[config.mk]
export PLATFORM = sky130hd
export DESIGN_NAME = ps2_letter_decoder
export DESIGN_NICKNAME = d
export VERILOG_FILES = /design/src/rtl/ps2_letter_decoder.sv
export SDC_FILE = /design/constraint.sdc
export NUM_CORES = 1
export LEC_CHECK = 0
export ABC_AREA = 1
export CORE_MARGIN = 3
export CORE_UTILIZATION = 55
export DETAILED_ROUTE_END_ITERATION = 10
export PLACE_DENSITY = 0.78
export SLEW_MARGIN = 10
export SYNTH_ARGS = -nofsm -noshare
export SYNTH_HDL_FRONTEND = slang
export SYNTH_SLANG_ARGS = --single-unit
[constraint.sdc]
create_clock -name clk -period 2.1 [get_ports clk]
set_input_delay 0.525 -clock clk [delete_from_list [all_inputs] [get_ports clk]]
set_output_delay 0.525 -clock clk [all_outputs]
set_load 0.005 [all_outputs]
[src/rtl/ps2_letter_decoder.sv]
// ps2_letter_decoder: PS/2 Set-2 frame receiver that pulses load with letter index (A-Z=0..25, Enter=26).
// Optional typematic repeat suppression when PS2_REPEAT_FILTER_EN is defined.
module ps2_letter_decoder #(
  parameter int TIMEOUT_CYCLES = 50000
) (
  input  logic       clk,
  input  logic       reset,
  input  logic       ps2_clk,
  input  logic       ps2_dat,
  output logic       load,
  output logic [4:0] load_x,
  output logic       frame_err
);
  localparam int TW = $clog2(TIMEOUT_CYCLES + 1);
  typedef enum logic [1:0] {IDLE, DATA, PARITY, STOP} state_t;
  state_t          st;
  logic [1:0]      clk_s, dat_s;
  logic            clk_q, fall, dat_b;
  logic [2:0]      bitc;
  logic [7:0]      sh;
  logic            par, ext, brk;
  logic [TW-1:0]   to_cnt;
  logic [4:0]      idx;
  logic            timeout, bad_frame, is_code, hit, emit;
  function automatic logic [4:0] map_code(input logic [7:0] c);
    case (c)
      8'h1C: map_code = 5'd0;   8'h32: map_code = 5'd1;   8'h21: map_code = 5'd2;
      8'h23: map_code = 5'd3;   8'h24: map_code = 5'd4;   8'h2B: map_code = 5'd5;
      8'h34: map_code = 5'd6;   8'h33: map_code = 5'd7;   8'h43: map_code = 5'd8;
      8'h3B: map_code = 5'd9;   8'h42: map_code = 5'd10;  8'h4B: map_code = 5'd11;
      8'h3A: map_code = 5'd12;  8'h31: map_code = 5'd13;  8'h44: map_code = 5'd14;
      8'h4D: map_code = 5'd15;  8'h15: map_code = 5'd16;  8'h2D: map_code = 5'd17;
      8'h1B: map_code = 5'd18;  8'h2C: map_code = 5'd19;  8'h3C: map_code = 5'd20;
      8'h2A: map_code = 5'd21;  8'h1D: map_code = 5'd22;  8'h22: map_code = 5'd23;
      8'h35: map_code = 5'd24;  8'h1A: map_code = 5'd25;  8'h5A: map_code = 5'd26;
      default: map_code = 5'd31;
    endcase
  endfunction
  assign idx       = ext ? 5'd26 : map_code(sh);
  assign timeout   = st != IDLE && !fall && to_cnt == TW'(TIMEOUT_CYCLES);
  assign bad_frame = !dat_b || !(^{sh, par});
  assign is_code   = sh != 8'hE0 && sh != 8'hF0;
  assign hit       = is_code && !brk && (ext ? sh == 8'h5A : idx != 5'd31);
`ifdef PS2_REPEAT_FILTER_EN
  logic [8:0] last;
  assign emit = hit && {ext, sh} != last;
  always_ff @(posedge clk or posedge reset)
    if (reset) last <= '0;
    else if (fall && st == STOP && !bad_frame && is_code)
      last <= emit ? {ext, sh} : (brk && {ext, sh} == last) ? 9'd0 : last;
`else
  assign emit = hit;
`endif
  always_ff @(posedge clk or posedge reset)
    if (reset) begin
      clk_s <= 2'b11;
      dat_s <= 2'b11;
      clk_q <= 1'b1;
      fall  <= 1'b0;
      dat_b <= 1'b1;
    end else begin
      clk_s <= {clk_s[0], ps2_clk};
      dat_s <= {dat_s[0], ps2_dat};
      clk_q <= clk_s[1];
      fall  <= clk_q && !clk_s[1];
      dat_b <= dat_s[1];
    end
  always_ff @(posedge clk or posedge reset)
    if (reset) begin
      st        <= IDLE;
      bitc      <= '0;
      sh        <= '0;
      par       <= 1'b0;
      ext       <= 1'b0;
      brk       <= 1'b0;
      to_cnt    <= '0;
      load      <= 1'b0;
      load_x    <= '0;
      frame_err <= 1'b0;
    end else begin
      load      <= 1'b0;
      frame_err <= 1'b0;
      to_cnt    <= (fall || st == IDLE) ? '0 : to_cnt + 1'b1;
      if (timeout) begin
        st        <= IDLE;
        frame_err <= 1'b1;
        ext       <= 1'b0;
        brk       <= 1'b0;
      end else if (fall) begin
        case (st)
          IDLE: begin
            if (dat_b) begin
              frame_err <= 1'b1;
              ext       <= 1'b0;
              brk       <= 1'b0;
            end else begin
              st   <= DATA;
              bitc <= '0;
            end
          end
          DATA: begin
            sh   <= {dat_b, sh[7:1]};
            bitc <= bitc + 1'b1;
            if (bitc == 3'd7) st <= PARITY;
          end
          PARITY: begin
            par <= dat_b;
            st  <= STOP;
          end
          STOP: begin
            st <= IDLE;
            if (bad_frame) begin
              frame_err <= 1'b1;
              ext       <= 1'b0;
              brk       <= 1'b0;
            end else if (sh == 8'hE0) ext <= 1'b1;
            else if (sh == 8'hF0) brk <= 1'b1;
            else begin
              ext <= 1'b0;
              brk <= 1'b0;
              if (emit) begin
                load   <= 1'b1;
                load_x <= idx;
              end
            end
          end
        endcase
      end
    end
endmodule

== Yosys cells after proc, flatten, opt, wreduce, memory -nomap -nowiden ==
Memories as Yosys holds them, arrays and structs flattened.
Index checks and enable logic that the tools add are counted.

* Bits in registers: 46
* ROM bits: 640
* Input port bits: 4
* Memories: 1
* Word-level logic and storage cells: 101
* Output and inout port bits: 7

* Eq/ne operators: 17
* Multiplexer cells: 36
* Bitwise gates (word level): 4
* Reduce and logical (&&, ||, !) cells: 26
* Add/sub/neg operators: 2

{| class="wikitable"
|+ Memory list
! name !! words !! width !! rd ports !! clocked after Yosys merged registers in !! write ports !! RTL line !! text
|-
| (name not given) || 128 || 5 || 1 || 0 || 0 || 26 || <nowiki>case (c)</nowiki>
|}

{| class="wikitable"
|+ Operator list
! kind !! number
|-
| 1-bit two-way mux || 23
|-
| 16-bit by 1-bit adder with 16-bit output (second input constant) || 1
|-
| 16-bit equality test (second input constant) || 1
|-
| 8-bit equality test (second input constant) || 2
|-
| 16-bit two-way mux || 1
|-
| 8-bit inequality test (second input constant) || 2
|-
| 4-bit AND reduction || 3
|-
| 5-bit two-way mux || 2
|-
| 5-bit inequality test (second input constant) || 2
|-
| 3-bit inequality test (second input constant) || 3
|-
| 3-bit AND reduction || 3
|-
| 9-bit parity || 1
|-
| 8-bit by 7-bit equality test with 1-bit output (second input constant) || 1
|-
| 2-bit two-way mux || 4
|-
| 2-bit one-hot mux with 4 select lines || 1
|-
| 7-bit AND reduction || 1
|-
| 1-bit logical AND || 6
|-
| 1-bit one-hot mux with 2 select lines || 3
|-
| 3-bit one-hot mux with 2 select lines || 1
|-
| 2-bit nonzero test || 3
|-
| 1-bit zero test || 5
|-
| 2-bit equality test (second input constant) || 2
|-
| 4-bit inequality test (second input constant) || 1
|-
| 1-bit NOT || 4
|-
| other kinds (8) || 9
|}

== Logic depth before layout (Yosys ltp) ==
Gate-level depths: netlist of run 1.
An unclocked memory read counts as a cell.

* Word-level depth: 13
* Depth in mapped cells: 17
* Mapped depth without buffers: 17

== Least setup slack after synthesis of run 1 ==
OpenSTA, ideal clock, no wires.

* Kind: flip-flop to flip-flop
* From: register sh[0]
* To: register load_x[0]
* Arrival: 1.992 ns
* Required time: 1.983 ns
* Buffers on the path: 0
* Library setup time: 0.117 ns
* Clock period less this slack: 2.109 ns
* Stages on the path, launching flop included: 15
* Slack: -0.009 ns
* Cells stage by stage: dfrtp_1 -> inv_1 -> ha_1 -> ha_1 -> or2_2 -> nand3_1 -> nand2_1 -> nor2_1 -> a21oi_2 -> nand2_2 -> nor2_4 -> nand2_4 -> nand3_4 -> nand2_1 -> nand2_1

* Longest elaborated chain between the ends: 7
* Elaborated cells on any way between the ends: 20
* Those cells by class: eq/ne: 6; mux: 3; bitwise: 3; reduce/logical: 7; memory: 1

{| class="wikitable"
|+ Ends and longest elaborated chain
! item !! RTL line !! text
|-
| start: declaration || 20 || <nowiki>logic [7:0] sh;</nowiki>
|-
| start signal: assignment || 102 || <nowiki>sh <= {dat_b, sh[7:1]};</nowiki>
|-
| memory read 128 x 5 bit || - ||
|-
| 5-bit two-way mux || 26 ||
|-
| 5-bit two-way mux || 39 || <nowiki>assign idx = ext ? 5'd26 : map_code(sh);</nowiki>
|-
| 5-bit inequality test || 43 || <nowiki>assign hit = is_code && !brk && (ext ? sh == 8'h5A : idx != 5'd31);</nowiki>
|-
| 1-bit two-way mux || 43 ||
|-
| 1-bit logical AND || 43 ||
|-
| 7-bit AND reduction (no source line) || - ||
|-
| end signal: assignment || 123 || <nowiki>load_x <= idx;</nowiki>
|-
| end: declaration || 11 || <nowiki>output logic [4:0] load_x,</nowiki>
|}

Several ways; a longest one is shown, not always the timed one.
A chain may end at the register's enable or synchronous reset.

== Worst setup path after layout of run 1 ==
* From: register sh[1]
* To: register load_x[4]

The elaborated chain is that of the path after synthesis.

==> results.md, run 1 <==
- Power, Total: between 3 and 4 mW
- H-tree levels: 2
- Initial Util: 0.588
- Placer Congestion: 0.956
- Worst-path cell chain: inv_2 > ha_4 > ha_1 > or2_2 > nand3_1 > nand2_1 > nor2_2 > a21oi_2 > nand2_2 > nor2_4 > nand2_4 > nand3_4 > nand2_1 > nand2_1
- Post-Syn Area: approximately 0.0029 mm²
- Area delta synth->final: 14.4%
- Layout Cells excl Fill: ~460
- Status: finished, final reports clean
- Slew margin rel.: 0.706
- Core area: 0.00488 mm²
- Global-route wire length before repair: between 9000 and 10,000 µm
- Routed WL: 5600 µm
- Synth top cells by count: 101 x nand2_1, 41 x inv_1, 40 x dfrtp_1
- Most used DFF post-synth: dfrtp_1
- Total track usage: 0.198
- Post-layout min period: 1.99 ns
- Peak Freq: about 0.5 GHz
- TritonCTS Sinks: 46
- N_diodes: 0
- DIE WIDTH: 78.3 µm
- Worst path required time: 2.30 ns
- Leakage: 1.56 nW
- Worst setup EP type: flop
- Most common cell in the netlist: nand2_1
- DRT iter0 DRCs: 201
- Syn Inst Count: 370
- Clk_lat worst skew: 0.30 ns
- Max Slew Vio Count: 0
- Mean Syn Cell Area: between 7 and 8 µm²
- Hold Vio Cnt, Final: 0
- DR WL/cell: about 12 µm
- Max rail drop VDD: about 0.63 mV
- Synth area leaders: dfrtp_1 35%, nand2_1 13%, ha_1 6.5%, dfstp_2 5.5%, inv_1 5.4%
- Port-buffer cells: 10
- Final setup vio count: 0
- Std-Cell Rows: 25
- DRC: 0
- Vias/cell: 5.21
- Clk pin slew, worst setup/hold paths: 0.09 ns
- Share of cells above drive strength 1: 0.207
- Chip Height: 78.3 µm
- Via count: roughly 2,400
- Share of the synthesized area in the top cell type: 0.349
- Antenna-violating nets left: 0
- Die ar.: between 0.006 and 0.007 mm²
- Synth Register Bits: between 40 and 50
- Area of placed instances: around 0.0031 mm²
- GRT overflow: 0
- Crit-path slowest cell: dfrtp_1
- CTS Buffer Depth: 2
- Final std cell area, no fill: 0.00329 mm²
- TritonCTS clock tree: yes
- CTS root buffer: clkbuf_8
- Seq/Total Area, Yosys: 0.403
- Synth Net Count: 389
- Initial antenna violation count: 0
- Pre-CTS WS: 0.0199 ns
- WS Path Type: reg -> reg
- Max Cap Viol: 0
- Ports: 11
- Library cells used by synthesis: 39
- First drt pass iteration count: 4
- Post-synth ARST share: 1.00
- Arr. time, crit path: 2.19 ns
- Number of synthesized flops with an enable pin: 0
- Period utilisation layout: 0.948
- Total CTS buffers: 5
- Final Util: 0.673
- YS warnings: 0
- Cell mode on critical path: nand2_1
- Setup WS post-layout: roughly 0.11 ns
- Startpoint type of the worst setup path: flop
- Largest area contributor in the netlist: dfrtp_1
- Post-Place Cells: 452
- Hold buffers post-CTS: 0
- Pin count of the biggest net entering global routing: 47
- Hpwl dp: 4140 µm
- Worst path max stage delay: ~0.37 ns
- Power per standard cell area: ~1100 mW/mm²
- Number of global-route vias before repair: ~2,300
- Setup_tns: 0 ns
- Hold Crit Class: reg -> reg
- Final #Nets: 415
- Hold Slack: roughly 0.36 ns
- Slew @ Worst Pin: 0.440 ns
- Crit path max fanout: 6
- Clock Skew: around 0.0076 ns
[area by class of cell]
class | instances | area (µm²)
clock buffer | 5 | 68.8
clock inverter | 3 | 25.0
fill | 429 | 1590
inverter | 47 | 176
multi-input combinational | 271 | 1550
sequential | 46 | 1160
tap | 67 | 83.8
timing repair buffer | 25 | 225
[what timing repair did]
item / 4_1_cts / 5_1_grt
setup endpoints to repair: 0 / 8
gates resized for setup: 0 / 15
setup buffers: 0 / 4
[layer usage]
layer	track usage	share of wire	vias up
li1	-	-	1246
met1	0.266	0.47	1114
met2	0.324	0.47	52
met3	0.0390	0.044	4
met4	0.0612	0.0071	0
met5	0	0	-
[report_power, final]
group	switching [mW]	total, mW	internal, mW
logic	1.21	1.97	0.757
clock network	0.309	0.549	0.240
registers	0.156	1.20	1.04
total	1.68	3.72	2.04
[worst max-delay path, delay by kind of cell, from the launching register on]
kind	cells	cell delay (ns)
buffers and inverters	1	0.07
flip-flops	1	0.37
adder cells (fa/ha/maj)	2	0.41
AND/OR/NAND/NOR	10	0.99
AO/OA/AOI/OAI	1	0.07
[cells by family (layout without fill, tap and decap cells)]
family | Yosys count | count (layout) | share of synthesized area
and+or+nand+nor | 199 | 199 | 0.339
buffers and inverters | 53 | 80 | 0.0749
AOI/OAI and AO/OA | 52 | 52 | 0.102
DFF | 46 | 46 | 0.403
adders and majority gates | 15 | 15 | 0.0654
xor gates and xnor gates | 5 | 5 | 0.0153
[cell usage in the layout (no fill, tap or decap), types with 2 or more instances in the layout]
cell type	instances
a21oi_1	13
a21oi_2	4
a31oi_1	2
buf_4	14
clkbuf_8	5
clkdlybuf4s50_1	10
dfrtp_1	38
dfrtp_2	2
dfstp_2	6
ha_1	12
ha_4	2
inv_1	38
inv_2	9
nand2_1	96
nand2_2	14
nand2_4	5
nand3_1	20
nand3_2	4
nand4_1	11
nor2_1	28
nor2_2	3
nor3_1	6
nor4_1	2
o211ai_1	2
o21ai_0	24
o21ai_1	3
or2_2	3
xnor2_1	2
xor2_1	3
[registers in the layout, indices dropped and copies added (netlist names)]
| register | cells |
|---|---|
| to_cnt | 16 |
| sh | 8 |
| load_x | 5 |
| bitc | 3 |
| clk_s | 2 |
| dat_s | 2 |
| st | 2 |
| brk | 1 |
| clk_q | 1 |
| dat_b | 1 |
| ext | 1 |
| fall | 1 |
| frame_err | 1 |
| load | 1 |
| par | 1 |
[worst paths after layout]
| path | endpoint | depth (start not counted) | slack (ns) | start |
|---|---|---|---|---|
| min reg2reg | dat_b$_DFF_PP1_ | 0 | 0.36 | dat_s[1]$_DFF_PP1_ |
| max in group asynchronous | dat_s[0]$_DFF_PP1_ | 3 | 1.26 | reset |
| max | load_x[4]$_DFFE_PP0P_ | 14 | 0.11 | sh[1]$_DFFE_PP0P_ |
| min in group asynchronous | load$_DFF_PP0_ | 3 | 0.56 | reset |
| max reg2reg | load_x[4]$_DFFE_PP0P_ | 14 | 0.11 | sh[1]$_DFFE_PP0P_ |
| min | dat_b$_DFF_PP1_ | 0 | 0.36 | dat_s[1]$_DFF_PP1_ |
(Power assumes the default switching activity.)
==> run 2, diff against run 1 <==
ABC_CLOCK_PERIOD_IN_PS = 2100   (was unset)
RECOVER_POWER = 50   (was unset)
==> results.md, run 2 (synthesis gave the netlist of run 1 again) <==
- Status: finished, final reports clean
- Hold buffers post-CTS: 0 (unchanged)
- Arr. time, crit path: 2.19 ns (about the same)
- N_diodes: 0 (unchanged)
- First drt pass iteration count: 4 (unchanged)
- Hold Vio Cnt, Final: 0 (unchanged)
- Clock Skew: 0.00831 ns (+0.000720 ns)
- Port-buffer cells: 10 (unchanged)
- Largest reg by FF count: to_cnt
- Most frequent cells in the layout: 96 x nand2_1, 38 x inv_1, 38 x dfrtp_1, 28 x nor2_1, 24 x o21ai_0
- Crit path max fanout: 6 (unchanged)
- Post-layout min period: 1.99 ns (-0.00507 ns)
- Die ar.: 0.00612 mm² (unchanged)
- Area delta synth->final: 13.9%
- Power, Total: 3.70 mW (-0.37%)
- Comb pwr share: 0.528 (-0.002)
- CTS root buffer: clkbuf_8
- Routed WL: 5590 µm (about the same)
- Max rail drop VDD: 0.630 mV (-0.20%)
- Via count: 2,421 (+0.21%)
- Clk pwr share: 0.148 (about the same)
- Leakage: 1.55 nW (-0.46%)
- Startpoint type of the worst setup path: flop
- P_int: 2.04 mW (-0.22%)
- Largest regs: to_cnt (16), sh (8), load_x (5)
- Area of placed instances: 0.00311 mm² (unchanged)
- Most common cell after layout, fill and taps aside: nand2_1
- Period utilisation layout: 0.946 (-0.00242)
- Sequential share of power: 0.323 (about the same)
- Cell mode on critical path: nand2_1
- Net Switching: 1.67 mW (-0.56%)
- Setup_tns: 0 ns (unchanged)
- Slew margin rel.: 0.270 (-0.436)
- Max FFs per register: 16 (unchanged)
- Initial antenna violation count: 0 (unchanged)
- Max Slew Vio Count: 0 (unchanged)
- Share of cells above drive strength 1: 0.204 (-0.00252)
- Initial Util: 0.588 (unchanged)
- CP delay by family, top: simple AND/OR/NAND/NOR gates
- Power per standard cell area: 1130 mW/mm² (about the same)
- Clk_lat worst skew: 0.30 ns (about the same)
- Hold Crit Class: reg -> reg
- Worst Path Buf+Inv: 1 (unchanged)
- Peak Freq: 0.503 GHz (+0.26%)
- Core area: 0.00488 mm² (unchanged)
- Global-route wire length before repair: 9750 µm (unchanged)
- Worst setup EP type: flop
- DIE WIDTH: 78.3 µm (unchanged)
- H-tree levels: 2 (unchanged)
- Total track usage: 0.198 (unchanged)
- Total CTS buffers: 5 (unchanged)
- Pin count of the biggest net entering global routing: 47 (unchanged)
- Placer Congestion: 0.956 (unchanged)
- Ports: 11 (unchanged)
- DR WL/cell: 12.1 µm (about the same)
- Std-Cell Rows: 25 (unchanged)
- Clk pin slew, worst setup/hold paths: 0.09 ns (about the same)
- GRT overflow: 0 (unchanged)
- TritonCTS Sinks: 46 (unchanged)
- Max Cap Viol: 0 (unchanged)
- Final std cell area, no fill: 0.00327 mm² (-0.46%)
- Vias/cell: 5.22 (+0.21%)
- Final setup vio count: 0 (unchanged)
- Number of global-route vias before repair: 2,260 (unchanged)
- Chip Height: 78.3 µm (unchanged)
- Worst-path cell chain: inv_2 > ha_4 > ha_1 > or2_2 > nand3_1 > nand2_1 > nor2_2 > a21oi_2 > nand2_2 > nor2_4 > nand2_4 > nand3_4 > nand2_1 > nand2_1
- Switching Share: 0.450 (-0.000835)
- Worst path max stage delay: 0.37 ns (about the same)
- Final #Nets: 415 (unchanged)
- Slew @ Worst Pin: 1.09 ns (+0.654 ns)
- Crit-path slowest cell: dfrtp_1
- TritonCTS clock tree: yes
- CTS Buffer Depth: 2 (unchanged)
- Antenna-violating nets left: 0 (unchanged)
- Worst path required time: 2.30 ns (about the same)
- DRT iter0 DRCs: 213 (+6.0%)
- Hpwl dp: 4140 µm (unchanged)
- WS Path Type: reg -> reg
- DRC: 0 (unchanged)
[run 2: changes by cell type in the layout (fill, tap and decap cells not counted)]
| cell | change |
|---|---|
| buf_12 | -1 |
| clkbuf_2 | +1 |
| clkdlybuf4s50_1 | -3 |
| clkinv_1 | +1 |
| dlygate4sd3_1 | +3 |
| inv_2 | -1 |
[run 2: per-stage QoR]
stage	worst slack [ns]	util	instances	hold WS (ns)
2_1_floorplan	0.0388	-	370	0.345
3_3_place_gp	0.0922	0.638	452	0.346
3_5_place_dp	0.0199	0.638	452	0.348
4_1_cts	0.0168	0.657	460	0.361
5_1_grt	-0.00352	0.670	464	0.366
6_report	0.113	0.670	464	0.359
[run 2: final timing paths]
path,from,endpoint,slack [ns],cells past startpoint
hold reg to reg,dat_s[1]$_DFF_PP1_,dat_b$_DFF_PP1_,0.36,0
setup / recovery,sh[1]$_DFFE_PP0P_,load_x[4]$_DFFE_PP0P_,0.11,14
hold / removal,dat_s[1]$_DFF_PP1_,dat_b$_DFF_PP1_,0.36,0
max in group asynchronous,reset,sh[2]$_DFFE_PP0P_,0.34,3
setup reg to reg,sh[1]$_DFFE_PP0P_,load_x[4]$_DFFE_PP0P_,0.11,14
min in group asynchronous,reset,load$_DFF_PP0_,1.00,3
[run 2: worst register-to-register path: stages (launching register included)]
cell and delay, ns:
dfrtp_1 0.37, inv_2 0.07, ha_4 0.16, ha_1 0.25, or2_2 0.27, nand3_1 0.08, nand2_1 0.06, nor2_2 0.12
a21oi_2 0.07, nand2_2 0.09, nor2_4 0.04, nand2_4 0.08, nand3_4 0.11, nand2_1 0.10, nand2_1 0.04
[run 2: cell type report]
type,count,area [µm²]
Clock buffer,5,68.8
Clock inverter,3,25.0
Fill cell,430,1610
Inverter,47,176
Multi-Input combinational cell,271,1550
Sequential cell,46,1160
Tap cell,67,83.8
Timing Repair Buffer,25,210
[run 2: power by group through the flow]
stage | clock network (mW) | logic (mW) | registers [mW]
3_5_place_dp | 0 | 1.80 | 1.21
5_1_grt | 0.612 | 2.22 | 1.23
2_1_floorplan | 0 | 1.46 | 1.18
4_1_cts | 0.576 | 1.81 | 1.19
3_3_place_gp | 0 | 1.76 | 1.20
6_report | 0.550 | 1.96 | 1.20
[run 2: what timing repair did]
item	in CTS	in global routing
gates resized for setup	0	15
endpoints found under the setup margin	0	8
buffers inserted	0	4
[run 2: routing by layer]
metal  vias up  part of all wire  GRT usage
met5         -                 0          0
met4         0            0.0052     0.0612
met3         2             0.052     0.0390
met2        66              0.47      0.324
met1      1108              0.48      0.266
li1       1245                 -          -
==> run 3, diff against run 2 <==
CTS_CLUSTER_DIAMETER = 150   (was unset)
==> results of run 3 <==
The final DEF is identical to that of run 2; final timing and power are the same.
